### src/rtl/resp_signature_monitor.sv
// Response-side MISR monitor: folds the sampled output bus into a signature over a
// programmed window and compares the result with a reference word latched at start.
module resp_signature_monitor #(
    parameter int               OUT_W       = 330,
    parameter int               SIG_W       = 32,
    parameter logic [SIG_W-1:0] POLY        = 32'h04C11DB7,
    parameter logic [SIG_W-1:0] SIG_SEED    = 32'h00000000,
    parameter int               SKIP_CYCLES = 2
) (
    input  logic             clk,
    input  logic             rst,
    input  logic             start,
    input  logic             abort,
    input  logic [31:0]      num_cycles,
    input  logic [SIG_W-1:0] expected_sig,
    input  logic [OUT_W-1:0] out_flat,
    output logic             busy,
    output logic             done,
    output logic             match,
    output logic [SIG_W-1:0] signature,
    output logic [31:0]      sample_count
);

    localparam int NCH = (OUT_W + SIG_W - 1) / SIG_W;

    // XOR of all SIG_W-bit chunks; the top partial chunk is zero-extended.
    function automatic logic [SIG_W-1:0] fold_bus(input logic [OUT_W-1:0] bus);
        logic [NCH*SIG_W-1:0] padded;
        logic [SIG_W-1:0]     acc;
        padded            = '0;
        padded[OUT_W-1:0] = bus;
        acc               = '0;
        for (int k = 0; k < NCH; k++) begin
            acc = acc ^ padded[k*SIG_W +: SIG_W];
        end
        return acc;
    endfunction

    function automatic logic [SIG_W-1:0] misr_step(input logic [SIG_W-1:0] sig,
                                                   input logic [SIG_W-1:0] fold);
        return {sig[SIG_W-2:0], 1'b0} ^ (sig[SIG_W-1] ? POLY : '0) ^ fold;
    endfunction

    typedef enum logic [1:0] {IDLE, SKIP, RUN, DONE} state_t;

    state_t           state, state_nxt;
    logic [31:0]      skip_cnt;
    logic [31:0]      num_lat;
    logic [SIG_W-1:0] exp_lat;
    logic [SIG_W-1:0] sig_r;
    logic [31:0]      cnt_r;
    logic             match_r;

    logic accept, kill, skip_last, run_last, sig_eq;

    assign accept    = (state == IDLE) && start && !abort;
    assign kill      = ((state == SKIP) || (state == RUN)) && abort;
    assign skip_last = (skip_cnt == 32'(SKIP_CYCLES - 1));
    assign run_last  = ((cnt_r + 32'd1) == num_lat);
    assign sig_eq    = (sig_r == exp_lat);

    assign busy         = (state == SKIP) || (state == RUN);
    assign done         = (state == DONE);
    // The comparison is live during the DONE cycle and then held in match_r.
    assign match        = done ? sig_eq : match_r;
    assign signature    = sig_r;
    assign sample_count = cnt_r;

    always_ff @(posedge clk or posedge rst) begin
        if (rst) begin
            state <= IDLE;
        end else begin
            state <= state_nxt;
        end
    end

    always_comb begin
        state_nxt = state;
        case (state)
            IDLE: begin
                if (accept) begin
                    if (SKIP_CYCLES > 0)         state_nxt = SKIP;
                    else if (num_cycles == 32'd0) state_nxt = DONE;
                    else                          state_nxt = RUN;
                end
            end
            SKIP: begin
                if (abort)          state_nxt = IDLE;
                else if (skip_last) state_nxt = (num_lat == 32'd0) ? DONE : RUN;
            end
            RUN: begin
                if (abort)         state_nxt = IDLE;
                else if (run_last) state_nxt = DONE;
            end
            DONE:    state_nxt = IDLE;
            default: state_nxt = IDLE;
        endcase
    end

    always_ff @(posedge clk or posedge rst) begin
        if (rst) begin
            skip_cnt <= '0;
            num_lat  <= '0;
            exp_lat  <= '0;
            sig_r    <= SIG_SEED;
            cnt_r    <= '0;
            match_r  <= 1'b0;
        end else if (accept) begin
            num_lat  <= num_cycles;
            exp_lat  <= expected_sig;
            sig_r    <= SIG_SEED;
            cnt_r    <= '0;
            match_r  <= 1'b0;
            skip_cnt <= '0;
        end else if (kill) begin
            sig_r    <= SIG_SEED;
            cnt_r    <= '0;
            match_r  <= 1'b0;
            skip_cnt <= '0;
        end else begin
            case (state)
                SKIP: skip_cnt <= skip_last ? '0 : skip_cnt + 32'd1;
                RUN: begin
                    sig_r <= misr_step(sig_r, fold_bus(out_flat));
                    cnt_r <= cnt_r + 32'd1;
                end
                DONE:    match_r <= sig_eq;
                default: ;
            endcase
        end
    end

endmodule

### config.mk
export PLATFORM = sky130hd
export DESIGN_NAME = resp_signature_monitor
export DESIGN_NICKNAME = d
export VERILOG_FILES = /design/src/rtl/resp_signature_monitor.sv
export SDC_FILE = /design/constraint.sdc
export NUM_CORES = 1
export LEC_CHECK = 0
export CAP_MARGIN = 0
export CORE_AREA = 2 2 178 180
export DETAILED_ROUTE_END_ITERATION = 10
export DIE_AREA = 0 0 180 182
export PLACE_DENSITY_LB_ADDON = 0.12
export SETUP_SLACK_MARGIN = 0.3
export SLEW_MARGIN = 10
export SYNTH_ARGS = -nofsm -noshare
export SYNTH_HDL_FRONTEND = slang
export SYNTH_SLANG_ARGS = --single-unit
export TNS_END_PERCENT = 20
### constraint.sdc
create_clock -name clk -period 4.9 [get_ports clk]
set_input_delay 0.49 -clock clk [delete_from_list [all_inputs] [get_ports clk]]
set_output_delay 0.49 -clock clk [all_outputs]
set_load 0.02 [all_outputs]
# After elaboration in Yosys (flattened, before gate mapping)
# Cells that the tools add are included.
[op_classes] n_mul=0 bitwise=12 mux=21 shifts=0 reduce_logical=10 order_cmp=0 div_mod_pow=0 add_sub_neg=2 n_eq_ne=9
[ops] cell="$mux W32" count=10
[ops] cell="$xor A32 B32 Y32" count=10
[ops] cell="$add A32 B1 Y32 const B" count=2
[ops] cell="$eq A32 B32 Y1" count=2
[ops] cell="$eq A32 B1 Y1 const B" count=1
[ops] cell="$logic_not A32 Y1" count=1
[ops] cell="$xor A32 B10 Y32" count=1
[ops] cell="$xor A32 B27 Y32" count=1
[ops] cell="$mux W27" count=1
[ops] cell="$mux W2" count=5
[ops] cell="$pmux W2 S4" count=1
[ops] cell="$ne A3 B3 Y1 const B" count=2
[ops] cell="$reduce_bool A3 Y1" count=2
[ops] cell="$eq A2 B2 Y1 const B" count=2
[ops] cell="$mux W1" count=4
[ops] cell="$logic_and A1 B1 Y1" count=3
[ops] cell="$reduce_and A3 Y1" count=1
[ops] cell="$eq A2 B1 Y1 const B" count=1
[ops] cell="$logic_not A2 Y1" count=1
[ops] cell="$ne A2 B2 Y1 const B" count=1
[ops] cell="$logic_not A1 Y1" count=1
[ops] cell="$logic_or A1 B1 Y1" count=1
[word_totals] n_memories=0 latch_bits=0 romBits=0 input_bits=398 ram_bits=0 register_bits=163 word_cells=61

# Depth between registers and ports, before layout
# Gate-level depths: netlist (run 1).
[depth] word_depth=14 depth_mapped=10

# Worst setup path before layout (run 1)
# OpenSTA, ideal clock, no wires.
[synth_timing] path_kind="flip-flop to flip-flop" from="register cnt_r[0], in the netlist sample_count[0]" to="register state[1]" slack_ns=1.994 arrival_ns=2.827 synth_period_minus_slack_ns=2.906 required_time_ns=4.821 stages_incl_launch_ff=10 cell_sequence="dfrtp_1 > ha_1 > nand3_2 > or4_1 > o31ai_1 > o21ai_0 > a2111oi_4 > o2111ai_2 > o31ai_2 > mux2i_1"
[synth_between] elab_chain_len=4
[synth_rtl] item="from (decl)" line_no="51" text="logic [31:0] cnt_r;"
[synth_rtl] item="from (signal assigned)" line_no="125" text="cnt_r <= cnt_r + 32'd1;"
[synth_rtl] item="$add A32 B1 Y32" line_no="59" text="assign run_last = ((cnt_r + 32'd1) == num_lat);"
[synth_rtl] item="$eq A32 B32 Y1" line_no="59"
[synth_rtl] item="$ne A3 B3 Y1 (no source line)"
[synth_rtl] item="$reduce_and A3 Y1 (no source line)"
[synth_rtl] item="to (signal assigned)" line_no="73" text="state <= state_nxt;"
[synth_rtl] item="to (decl)" line_no="46" text="state_t state, state_nxt;"
# No other way between the ends.
# A chain may end at the register's enable or synchronous reset.

# Final worst setup path (run 1)
[layout_timing] from="register sig_r[25], in the netlist signature[25]" to="output port match"
[layout_between] elab_chain_len=2
[layout_rtl] item="from (decl)" line_no="50" text="logic [SIG_W-1:0] sig_r;"
[layout_rtl] item="from (signal assigned)" line_no="124" text="sig_r <= misr_step(sig_r, fold_bus(out_flat));"
[layout_rtl] item="$eq A32 B32 Y1" line_no="60" text="assign sig_eq = (sig_r == exp_lat);"
[layout_rtl] item="$mux W1"
[layout_rtl] item="to (decl)" line_no="19" text="output logic match,"
# No other way between the ends.

==> qor.json, run 1 <==
{
  "outcome": {"value": "complete, no violations"},
  "timing.hold.worst.class": {"value": "reg2reg"},
  "grt_setup_unrepaired": {"value": "no"},
  "seq_area_frac_synth": {"value": 34.55, "unit": "%"},
  "io_pins": {"value": 465},
  "global_route.overflow_total": {"value": 0},
  "final_critical_path_setup_slack": {"value": 1.600, "unit": "ns"},
  "p_int": {"value": 4299, "unit": "uW"},
  "report.final.setup_viol": {"value": 0},
  "max_cap_violations": {"value": 0},
  "totalNegativeSetupSlack": {"value": 0, "unit": "ns"},
  "final-instance-count-excl-fill": {"value": 2062},
  "worstMarginPinSlew": {"value": 0.9936, "unit": "ns"},
  "groute.usage.overall": {"value": 23.54, "unit": "%"},
  "fill_cells": {"value": 2823},
  "timing.critical_path.required": {"value": 4.41, "unit": "ns"},
  "critical_path.startpoint_type": {"value": "flip-flop"},
  "synth-edff-count": {"value": 0},
  "detail_route_antenna_nets": {"value": 0},
  "post_synth_inst_count": {"value": 1200},
  "route.final.wire_length": {"value": 39110, "unit": "um"},
  "critical_path_arrival": {"value": 2.81, "unit": "ns"},
  "async_reset_ff_share": {"value": 100.0, "unit": "%"},
  "power-per-cell-area": {"value": 406.6, "unit": "nW/um^2"},
  "critical_path_capture_point_type": {"value": "output port"},
  "routed_vias": {"value": 10110},
  "initial_antenna_violation_count": {"value": 8},
  "seqPwrFrac": {"value": 31.5, "unit": "%"},
  "ys.warnings.count": {"value": 0},
  "comb_power_share": {"value": 49.6, "unit": "%"},
  "die_w": {"value": 180, "unit": "um"},
  "cts_buffer_depth": {"value": 2},
  "cts.hold.buffers_added": {"value": 0},
  "post-place-ws": {"value": 1.817, "unit": "ns"},
  "grt_start_max_net_pins": {"value": 164},
  "worst_setup_hold_path_clk_slew": {"value": 0.07, "unit": "ns"},
  "floorplan.die_area": {"value": 32760, "unit": "sq um"},
  "port_buffers": {"value": 464},
  "via_count_of_the_first_global_routing_pass": {"value": 10180},
  "crit_fanout": {"value": 4},
  "drc_violation_count_after_routing": {"value": 0},
  "clkLatencyLatePin": {"value": 0.43, "unit": "ns"},
  "netSwitchingPower": {"value": 2794, "unit": "uW"},
  "floorplan.initialDensity": {"value": 38.10, "unit": "%"},
  "top_ff_cell_synth": {"value": "dfrtp_1"},
  "cts_tree": {"value": "built"},
  "cts-htree-levels": {"value": 4},
  "hold_viol_final": {"value": 0},
  "die-height": {"value": 182, "unit": "um"},
  "cts.repair.resized": {"value": 0},
  "fin_crit_sh": {"value": 67.36, "unit": "%"},
  "nets": {"value": 2048},
  "numCtsBuffers": {"value": 17},
  "relative_slew_slack": {"value": 33.76, "unit": "%"},
  "cts-root-buf": {"value": "clkbuf_16"},
  "syn_avg_cell_area": {"value": 9.839, "unit": "sq um"},
  "yosys_register_bits": {"value": 163},
  "area_overhead_vs_synth": {"value": 47.73, "unit": "%"},
  "detail_route.vias_per_cell": {"value": 4.905},
  "floorplan.rows": {"value": 65},
  "fmax": {"value": 0.3030, "unit": "GHz"},
  "timing.final.max_slew_violations": {"value": 0},
  "tritoncts_num_sinks": {"value": 163},
  "drt_iter0_markers": {"value": 666},
  "cts_setup_buffers": {"value": 0},
  "peakVddDrop": {"value": 0.2373, "unit": "mV"},
  "timing.clock.skew": {"value": 0.01162, "unit": "ns"},
  "leakage": {"value": 0.006510, "unit": "uW"},
  "final.min_clock_period": {"value": 3.300, "unit": "ns"},
  "criticalPathCategory": {"value": "reg2out"},
  "count_of_distinct_cell_types_in_the_synthesized_netlist": {"value": 62},
  "clock_power_share": {"value": 18.9, "unit": "%"},
  "place_inst": {"value": 2025},
  "synthesis.area": {"value": 11810, "unit": "sq um"},
  "post_route_cells_drive_above_1_share": {"value": 7.432, "unit": "%"},
  "detailedPlacementHpwl": {"value": 31840, "unit": "um"},
  "first_pass_iters": {"value": 5},
  "wire_length_of_the_first_global_routing_pass": {"value": 59130, "unit": "um"},
  "detail_route.wl_per_cell": {"value": 18.97, "unit": "um"},
  "gpl.final_weighted_congestion": {"value": 0.9142},
  "synth_nets": {"value": 1606},
  "switching_share": {"value": 39.39, "unit": "%"},
  "core_area": {"value": 30990, "unit": "sq um"}
}
metal layers:
| metal | GRT usage [%] | wire length [um] | vias to the layer above | share of wire (%) |
|---|---|---|---|---|
| met5 | 0 | 40 | - | 0.10 |
| met4 | 7.447 | 912 | 6 | 2.3 |
| met3 | 4.693 | 2078 | 50 | 5.3 |
| met2 | 41.12 | 19990 | 318 | 51 |
| met1 | 29.18 | 16080 | 4793 | 41 |
| li1 | - | - | 4947 | - |
cell usage after synthesis (2+ instances only):
master / n / area share (%)
nand4_4: 3 / 0.54
nor3b_1: 2 / 0.13
and4_1: 6 / 0.45
buf_1: 3 / 0.095
clkbuf_1: 30 / 0.95
and3_1: 12 / 0.64
o21a_1: 3 / 0.19
a211oi_1: 15 / 0.95
or4_1: 5 / 0.32
nand3b_1: 7 / 0.45
nand2_1: 45 / 1.4
buf_2: 11 / 0.47
nand3_1: 24 / 1.0
a22oi_1: 4 / 0.25
nor4_1: 26 / 1.4
xnor2_1: 347 / 26
or3_1: 7 / 0.37
o21ai_0: 22 / 0.93
nor3_1: 16 / 0.68
xor2_1: 112 / 8.3
a21oi_1: 21 / 0.89
o211ai_1: 4 / 0.25
nor4_2: 2 / 0.21
a31oi_1: 5 / 0.26
nor4_4: 3 / 0.54
mux2i_1: 24 / 2.0
nor2b_1: 2 / 0.11
mux2_2: 66 / 6.3
ha_1: 8 / 0.85
nand3_2: 2 / 0.17
dfrtp_1: 163 / 35
inv_1: 20 / 0.64
nand2b_1: 3 / 0.16
nand4_1: 34 / 1.8
nor2_1: 116 / 3.7
final timing paths:
path,slack (ns),endpoint,from,cells after the start
max,1.60,match,signature[25]$_DFFE_PP0P_,6
min,0.51,exp_lat[29]$_DFFE_PP0P_,exp_lat[29]$_DFFE_PP0P_,1
max reg2reg,1.82,state[1]$_DFFE_PP0P_,sample_count[11]$_DFFE_PP0P_,8
min reg2reg,0.51,exp_lat[29]$_DFFE_PP0P_,exp_lat[29]$_DFFE_PP0P_,1
max in group asynchronous,3.52,skip_cnt[1]$_DFFE_PP0P_,rst,3
min in group asynchronous,0.55,signature[27]$_DFFE_PP0P_,rst,3
registers in the layout, summed over array words and instances (netlist names):
register / flops
state: 2
signature: 32
exp_lat: 32
num_lat: 32
sample_count: 32
skip_cnt: 32
match_r: 1
area by class of cell:
class | instances | area [sq um] | area share (%)
multi-input cells | 971 | 7477 | 42.87
repair buffers | 469 | 4695 | 26.92
flip-flops and latches | 163 | 4079 | 23.39
well taps | 402 | 503.0 | 2.884
clock buffers | 18 | 439.2 | 2.518
clock inverters | 14 | 157.7 | 0.9039
inverters | 20 | 78.83 | 0.4519
diodes | 5 | 12.51 | 0.07174
layout by cell type (no fill, tap or decap), types with 24 or more instances in the layout:
master	n
clkdlybuf4s50_1	464
dfrtp_1	163
nor4_1	26
mux2i_1	24
xor2_1	112
nand3_1	24
nand4_1	34
mux2_2	66
xnor2_1	347
nand2_1	44
nor2_1	116
critical path: stages, from the launching register on:
cell,delay (ns)
dfrtp_1,0.45
xnor2_1,0.46
nand4_1,0.29
nor3_1,0.23
nand4_1,0.11
o21ai_0,0.12
clkdlybuf4s50_1,0.72
power groups by stage:
stage	sequential, uW	clock, uW	combinational, uW
after CTS	2240	1380	3570
final	2230	1340	3520
after global placement	2250	0	3520
after detailed placement	2260	0	3550
after floorplan	2220	0	2290
after global routing	2300	1430	3850
cell families (layout without fill, tap and decap cells):
group / after synthesis / after routing / share of synthesized area (%)
flops: 163 / 163 / 34.55
buf+inv: 66 / 521 / 2.289
mux: 90 / 90 / 8.330
simple gates: 323 / 323 / 14.72
other cells: 0 / 5 / 0
xor+xnor: 459 / 459 / 34.05
compound gates: 91 / 91 / 5.214
fa+ha+maj: 8 / 8 / 0.8479
metrics by stage:
step	hold slack [ns]	power, uW	util [%]	instance area, sq um
floorplan	0.4794	4508	-	11810
global placement	0.4919	5774	54.32	16830
detailed placement	0.4943	5811	54.32	16830
CTS	0.5106	7188	56.25	17430
global route	0.5190	7573	56.28	17440
finish	0.5111	7092	56.29	17440
Power figures use the tool's default switching activity.
==> run 2, diff against run 1 <==
--- a/config.mk
+++ b/config.mk
@@ -6,9 +6,9 @@
 export NUM_CORES = 1
 export LEC_CHECK = 0
 export CAP_MARGIN = 0
-export CORE_AREA = 2 2 178 180
+export CORE_AREA = 2 2 180 182
 export DETAILED_ROUTE_END_ITERATION = 10
-export DIE_AREA = 0 0 180 182
+export DIE_AREA = 0 0 182 184
 export PLACE_DENSITY_LB_ADDON = 0.12
 export SETUP_SLACK_MARGIN = 0.3
 export SLEW_MARGIN = 10
==> constraint.sdc (replaced) <==
create_clock -name clk -period 3.2 [get_ports clk]
set_input_delay 0.32 -clock clk [delete_from_list [all_inputs] [get_ports clk]]
set_output_delay 0.32 -clock clk [all_outputs]
set_load 0.02 [all_outputs]
==> run 2 against run 1 <==
  * Via count rose by 1.4%
  * Design area is 1.6% higher
  * Power grew 55%
  * Setup slack got worse by 1.2 ns
  * Die area increased by 2.2%
  * Combinational power up 54%
  * Global-route usage is 0.90 points higher
  * Critical path type is now reg2reg
  * First-iteration DRC count decreased by 19%
  * Utilization is 0.14 points higher
  * Sequential cell count unchanged
  * Highest routed layer unchanged
  * Clock skew is 0.0023 ns lower
==> qor.json, run 2 (synthesis gave the netlist of run 1 again) <==
{
  "setup.reg_to_reg.worst_slack": {"value": 0.35, "unit": "ns"},
  "report.final.setup_viol": {"value": 0},
  "gpl.final_weighted_congestion": {"value": 0.8589},
  "timing.clock.skew": {"value": 0.009362, "unit": "ns"},
  "route.final.wire_length": {"value": 41530, "unit": "um"},
  "core_area": {"value": 31390, "unit": "sq um"},
  "timing.critical_path.required": {"value": 3.55, "unit": "ns"},
  "clkLatencyLatePin": {"value": 0.43, "unit": "ns"},
  "layout.cells.most_common_list": {"value": "463 x clkdlybuf4s50_1, 346 x xnor2_1, 162 x dfrtp_1"},
  "grt_setup_unrepaired": {"value": "yes"},
  "cp_top_family": {"value": "simple AND/OR/NAND/NOR gates"},
  "place_area": {"value": 17030, "unit": "sq um"},
  "final_cell_utilization_of_the_core": {"value": 56.43, "unit": "%"},
  "detail_route_antenna_nets": {"value": 0},
  "final.min_clock_period": {"value": 2.848, "unit": "ns"},
  "finished_cell_area": {"value": 17710, "unit": "sq um"},
  "drc_violation_count_after_routing": {"value": 0},
  "critical_path.startpoint_type": {"value": "flip-flop"},
  "totalNegativeSetupSlack": {"value": 0, "unit": "ns"},
  "fmax": {"value": 0.3511, "unit": "GHz"},
  "criticalPathCategory": {"value": "reg2reg"},
  "relative_slew_slack": {"value": 37.18, "unit": "%"},
  "cts.hold.buffers_added": {"value": 0},
  "floorplan.rows": {"value": 65},
  "crit-reg2reg-launch": {"value": "sample_count[3]$_DFFE_PP0P_"},
  "post_route_cells_drive_above_1_share": {"value": 9.340, "unit": "%"},
  "worstMarginPinSlew": {"value": 0.9423, "unit": "ns"},
  "crit_chain": {"value": "nand4_4 -> or4_4 -> o21a_1 -> or4_1 -> a31oi_1 -> o21ai_1 -> o31ai_2 -> mux2i_1"},
  "critical_path_arrival": {"value": 3.20, "unit": "ns"},
  "global_route.overflow_total": {"value": 0},
  "post-place-ws": {"value": 0.09611, "unit": "ns"},
  "critical_path_capture_point_type": {"value": "flip-flop"},
  "leakage": {"value": 0.006671, "unit": "uW"},
  "numCtsBuffers": {"value": 17},
  "timing.hold.worst.class": {"value": "in2async"},
  "mostFrequentLayoutCell": {"value": "clkdlybuf4s50_1"},
  "fin_crit_sh": {"value": 89.01, "unit": "%"},
  "cp.depth": {"value": 8},
  "critical_path.n_buffers_inverters": {"value": 0},
  "floorplan.die_area": {"value": 33490, "unit": "sq um"},
  "drt_iter0_markers": {"value": 537},
  "worstReg2RegEnd": {"value": "state[1]$_DFFE_PP0P_"},
  "wire_length_of_the_first_global_routing_pass": {"value": 61710, "unit": "um"},
  "port_buffers": {"value": 464},
  "crit_path_end": {"value": "state[1]$_DFFE_PP0P_"},
  "whs": {"value": 0.2579, "unit": "ns"},
  "nets": {"value": 2074},
  "detail_route.wl_per_cell": {"value": 19.92, "unit": "um"},
  "via_count_of_the_first_global_routing_pass": {"value": 10480},
  "max_cap_violations": {"value": 0},
  "peakVddDrop": {"value": 0.3886, "unit": "mV"},
  "routed_vias": {"value": 10250},
  "io_pins": {"value": 465},
  "die-height": {"value": 184, "unit": "um"},
  "cts_buffer_depth": {"value": 2},
  "hold_viol_final": {"value": 0},
  "grt_start_max_net_pins": {"value": 86},
  "detailedPlacementHpwl": {"value": 34390, "unit": "um"},
  "crit_fanout": {"value": 6},
  "tritoncts_num_sinks": {"value": 163},
  "detail_route.vias_per_cell": {"value": 4.918},
  "fill_cells": {"value": 2850},
  "final_critical_path_setup_slack": {"value": 0.3516, "unit": "ns"},
  "worstRegToRegCells": {"value": 8},
  "power-per-cell-area": {"value": 622.2, "unit": "nW/um^2"},
  "worst_setup_hold_path_clk_slew": {"value": 0.07, "unit": "ns"},
  "worst_path_max_delay_cell": {"value": "or4_4"},
  "crit_path_start": {"value": "sample_count[3]$_DFFE_PP0P_"},
  "cts-htree-levels": {"value": 4},
  "floorplan.initialDensity": {"value": 37.61, "unit": "%"},
  "groute.usage.overall": {"value": 24.44, "unit": "%"},
  "area_overhead_vs_synth": {"value": 50.04, "unit": "%"},
  "cts-root-buf": {"value": "clkbuf_16"},
  "crit_path_max_incr_delay": {"value": 0.57, "unit": "ns"},
  "first_pass_iters": {"value": 5},
  "outcome": {"value": "complete, no violations"},
  "cts_tree": {"value": "built"},
  "initial_antenna_violation_count": {"value": 4},
  "timing.final.max_slew_violations": {"value": 0},
  "die_w": {"value": 182, "unit": "um"}
}
run 2: cell types whose count changed in the layout (fill, tap and decap cells not counted), moves of 2 or more:
cell / before / now
clkinv_4: 3 / 0
buf_4: 4 / 29
clkinv_8: 3 / 1
bufinv_16: 0 / 2
clkinvlp_4: 1 / 4
diode_2: 5 / 2
run 2: layout make-up:
| type | count | area [sq um] | area share (%) |
|---|---|---|---|
| Antenna cell | 2 | 5.005 | 0.02825 |
| Clock buffer | 17 | 425.4 | 2.401 |
| Clock inverter | 15 | 190.2 | 1.074 |
| Inverter | 20 | 78.83 | 0.4450 |
| Multi-Input combinational cell | 971 | 7531 | 42.51 |
| Sequential cell | 163 | 4080 | 23.03 |
| Tap cell | 402 | 503.0 | 2.839 |
| Timing Repair Buffer | 495 | 4901 | 27.67 |
run 2: worst min-delay path by stage:
stage	start	end	slack, ns	cells past startpoint
floorplan	num_cycles[27]	num_lat[27]$_DFFE_PP0P_	0.47	1
global placement	exp_lat[15]$_DFFE_PP0P_	exp_lat[15]$_DFFE_PP0P_	0.49	1
detailed placement	exp_lat[15]$_DFFE_PP0P_	exp_lat[15]$_DFFE_PP0P_	0.50	1
CTS	rst	signature[27]$_DFFE_PP0P_	0.26	2
global route	rst	exp_lat[30]$_DFFE_PP0P_	0.29	2
finish	rst	signature[23]$_DFFE_PP0P_	0.26	2
run 2: what timing repair did:
item,CTS,global route
endpoints found under the hold margin,0,0
endpoints found under the setup margin,3,5
gates cloned,0,0
pin swaps,0,1
buffers inserted,0,1
gates resized for setup,2,11
run 2: stage by stage:
stage / power, uW / instances
after global placement: 8890 / 2050
final: 11020 / 2085
after floorplan: 6903 / 1200
after global routing: 11720 / 2084
after CTS: 11160 / 2082
after detailed placement: 8939 / 2050
run 2: power breakdown:
group | total [uW] | switching (uW) | internal, uW | leakage (uW)
combinational | 5430 | 2520 | 2900 | 0.00425
sequential | 3440 | 783 | 2660 | 0.00212
clock | 2150 | 960 | 1190 | 0.000293
total | 11000 | 4270 | 6750 | 0.00667
run 2: metal layers:
layer | GRT usage [%] | vias up | routed length, um
li1 | - | 5011 | -
met1 | 28.63 | 4883 | 16390
met2 | 43.88 | 303 | 21440
met3 | 6.082 | 52 | 2597
met4 | 7.710 | 4 | 1083
met5 | 0 | - | 25
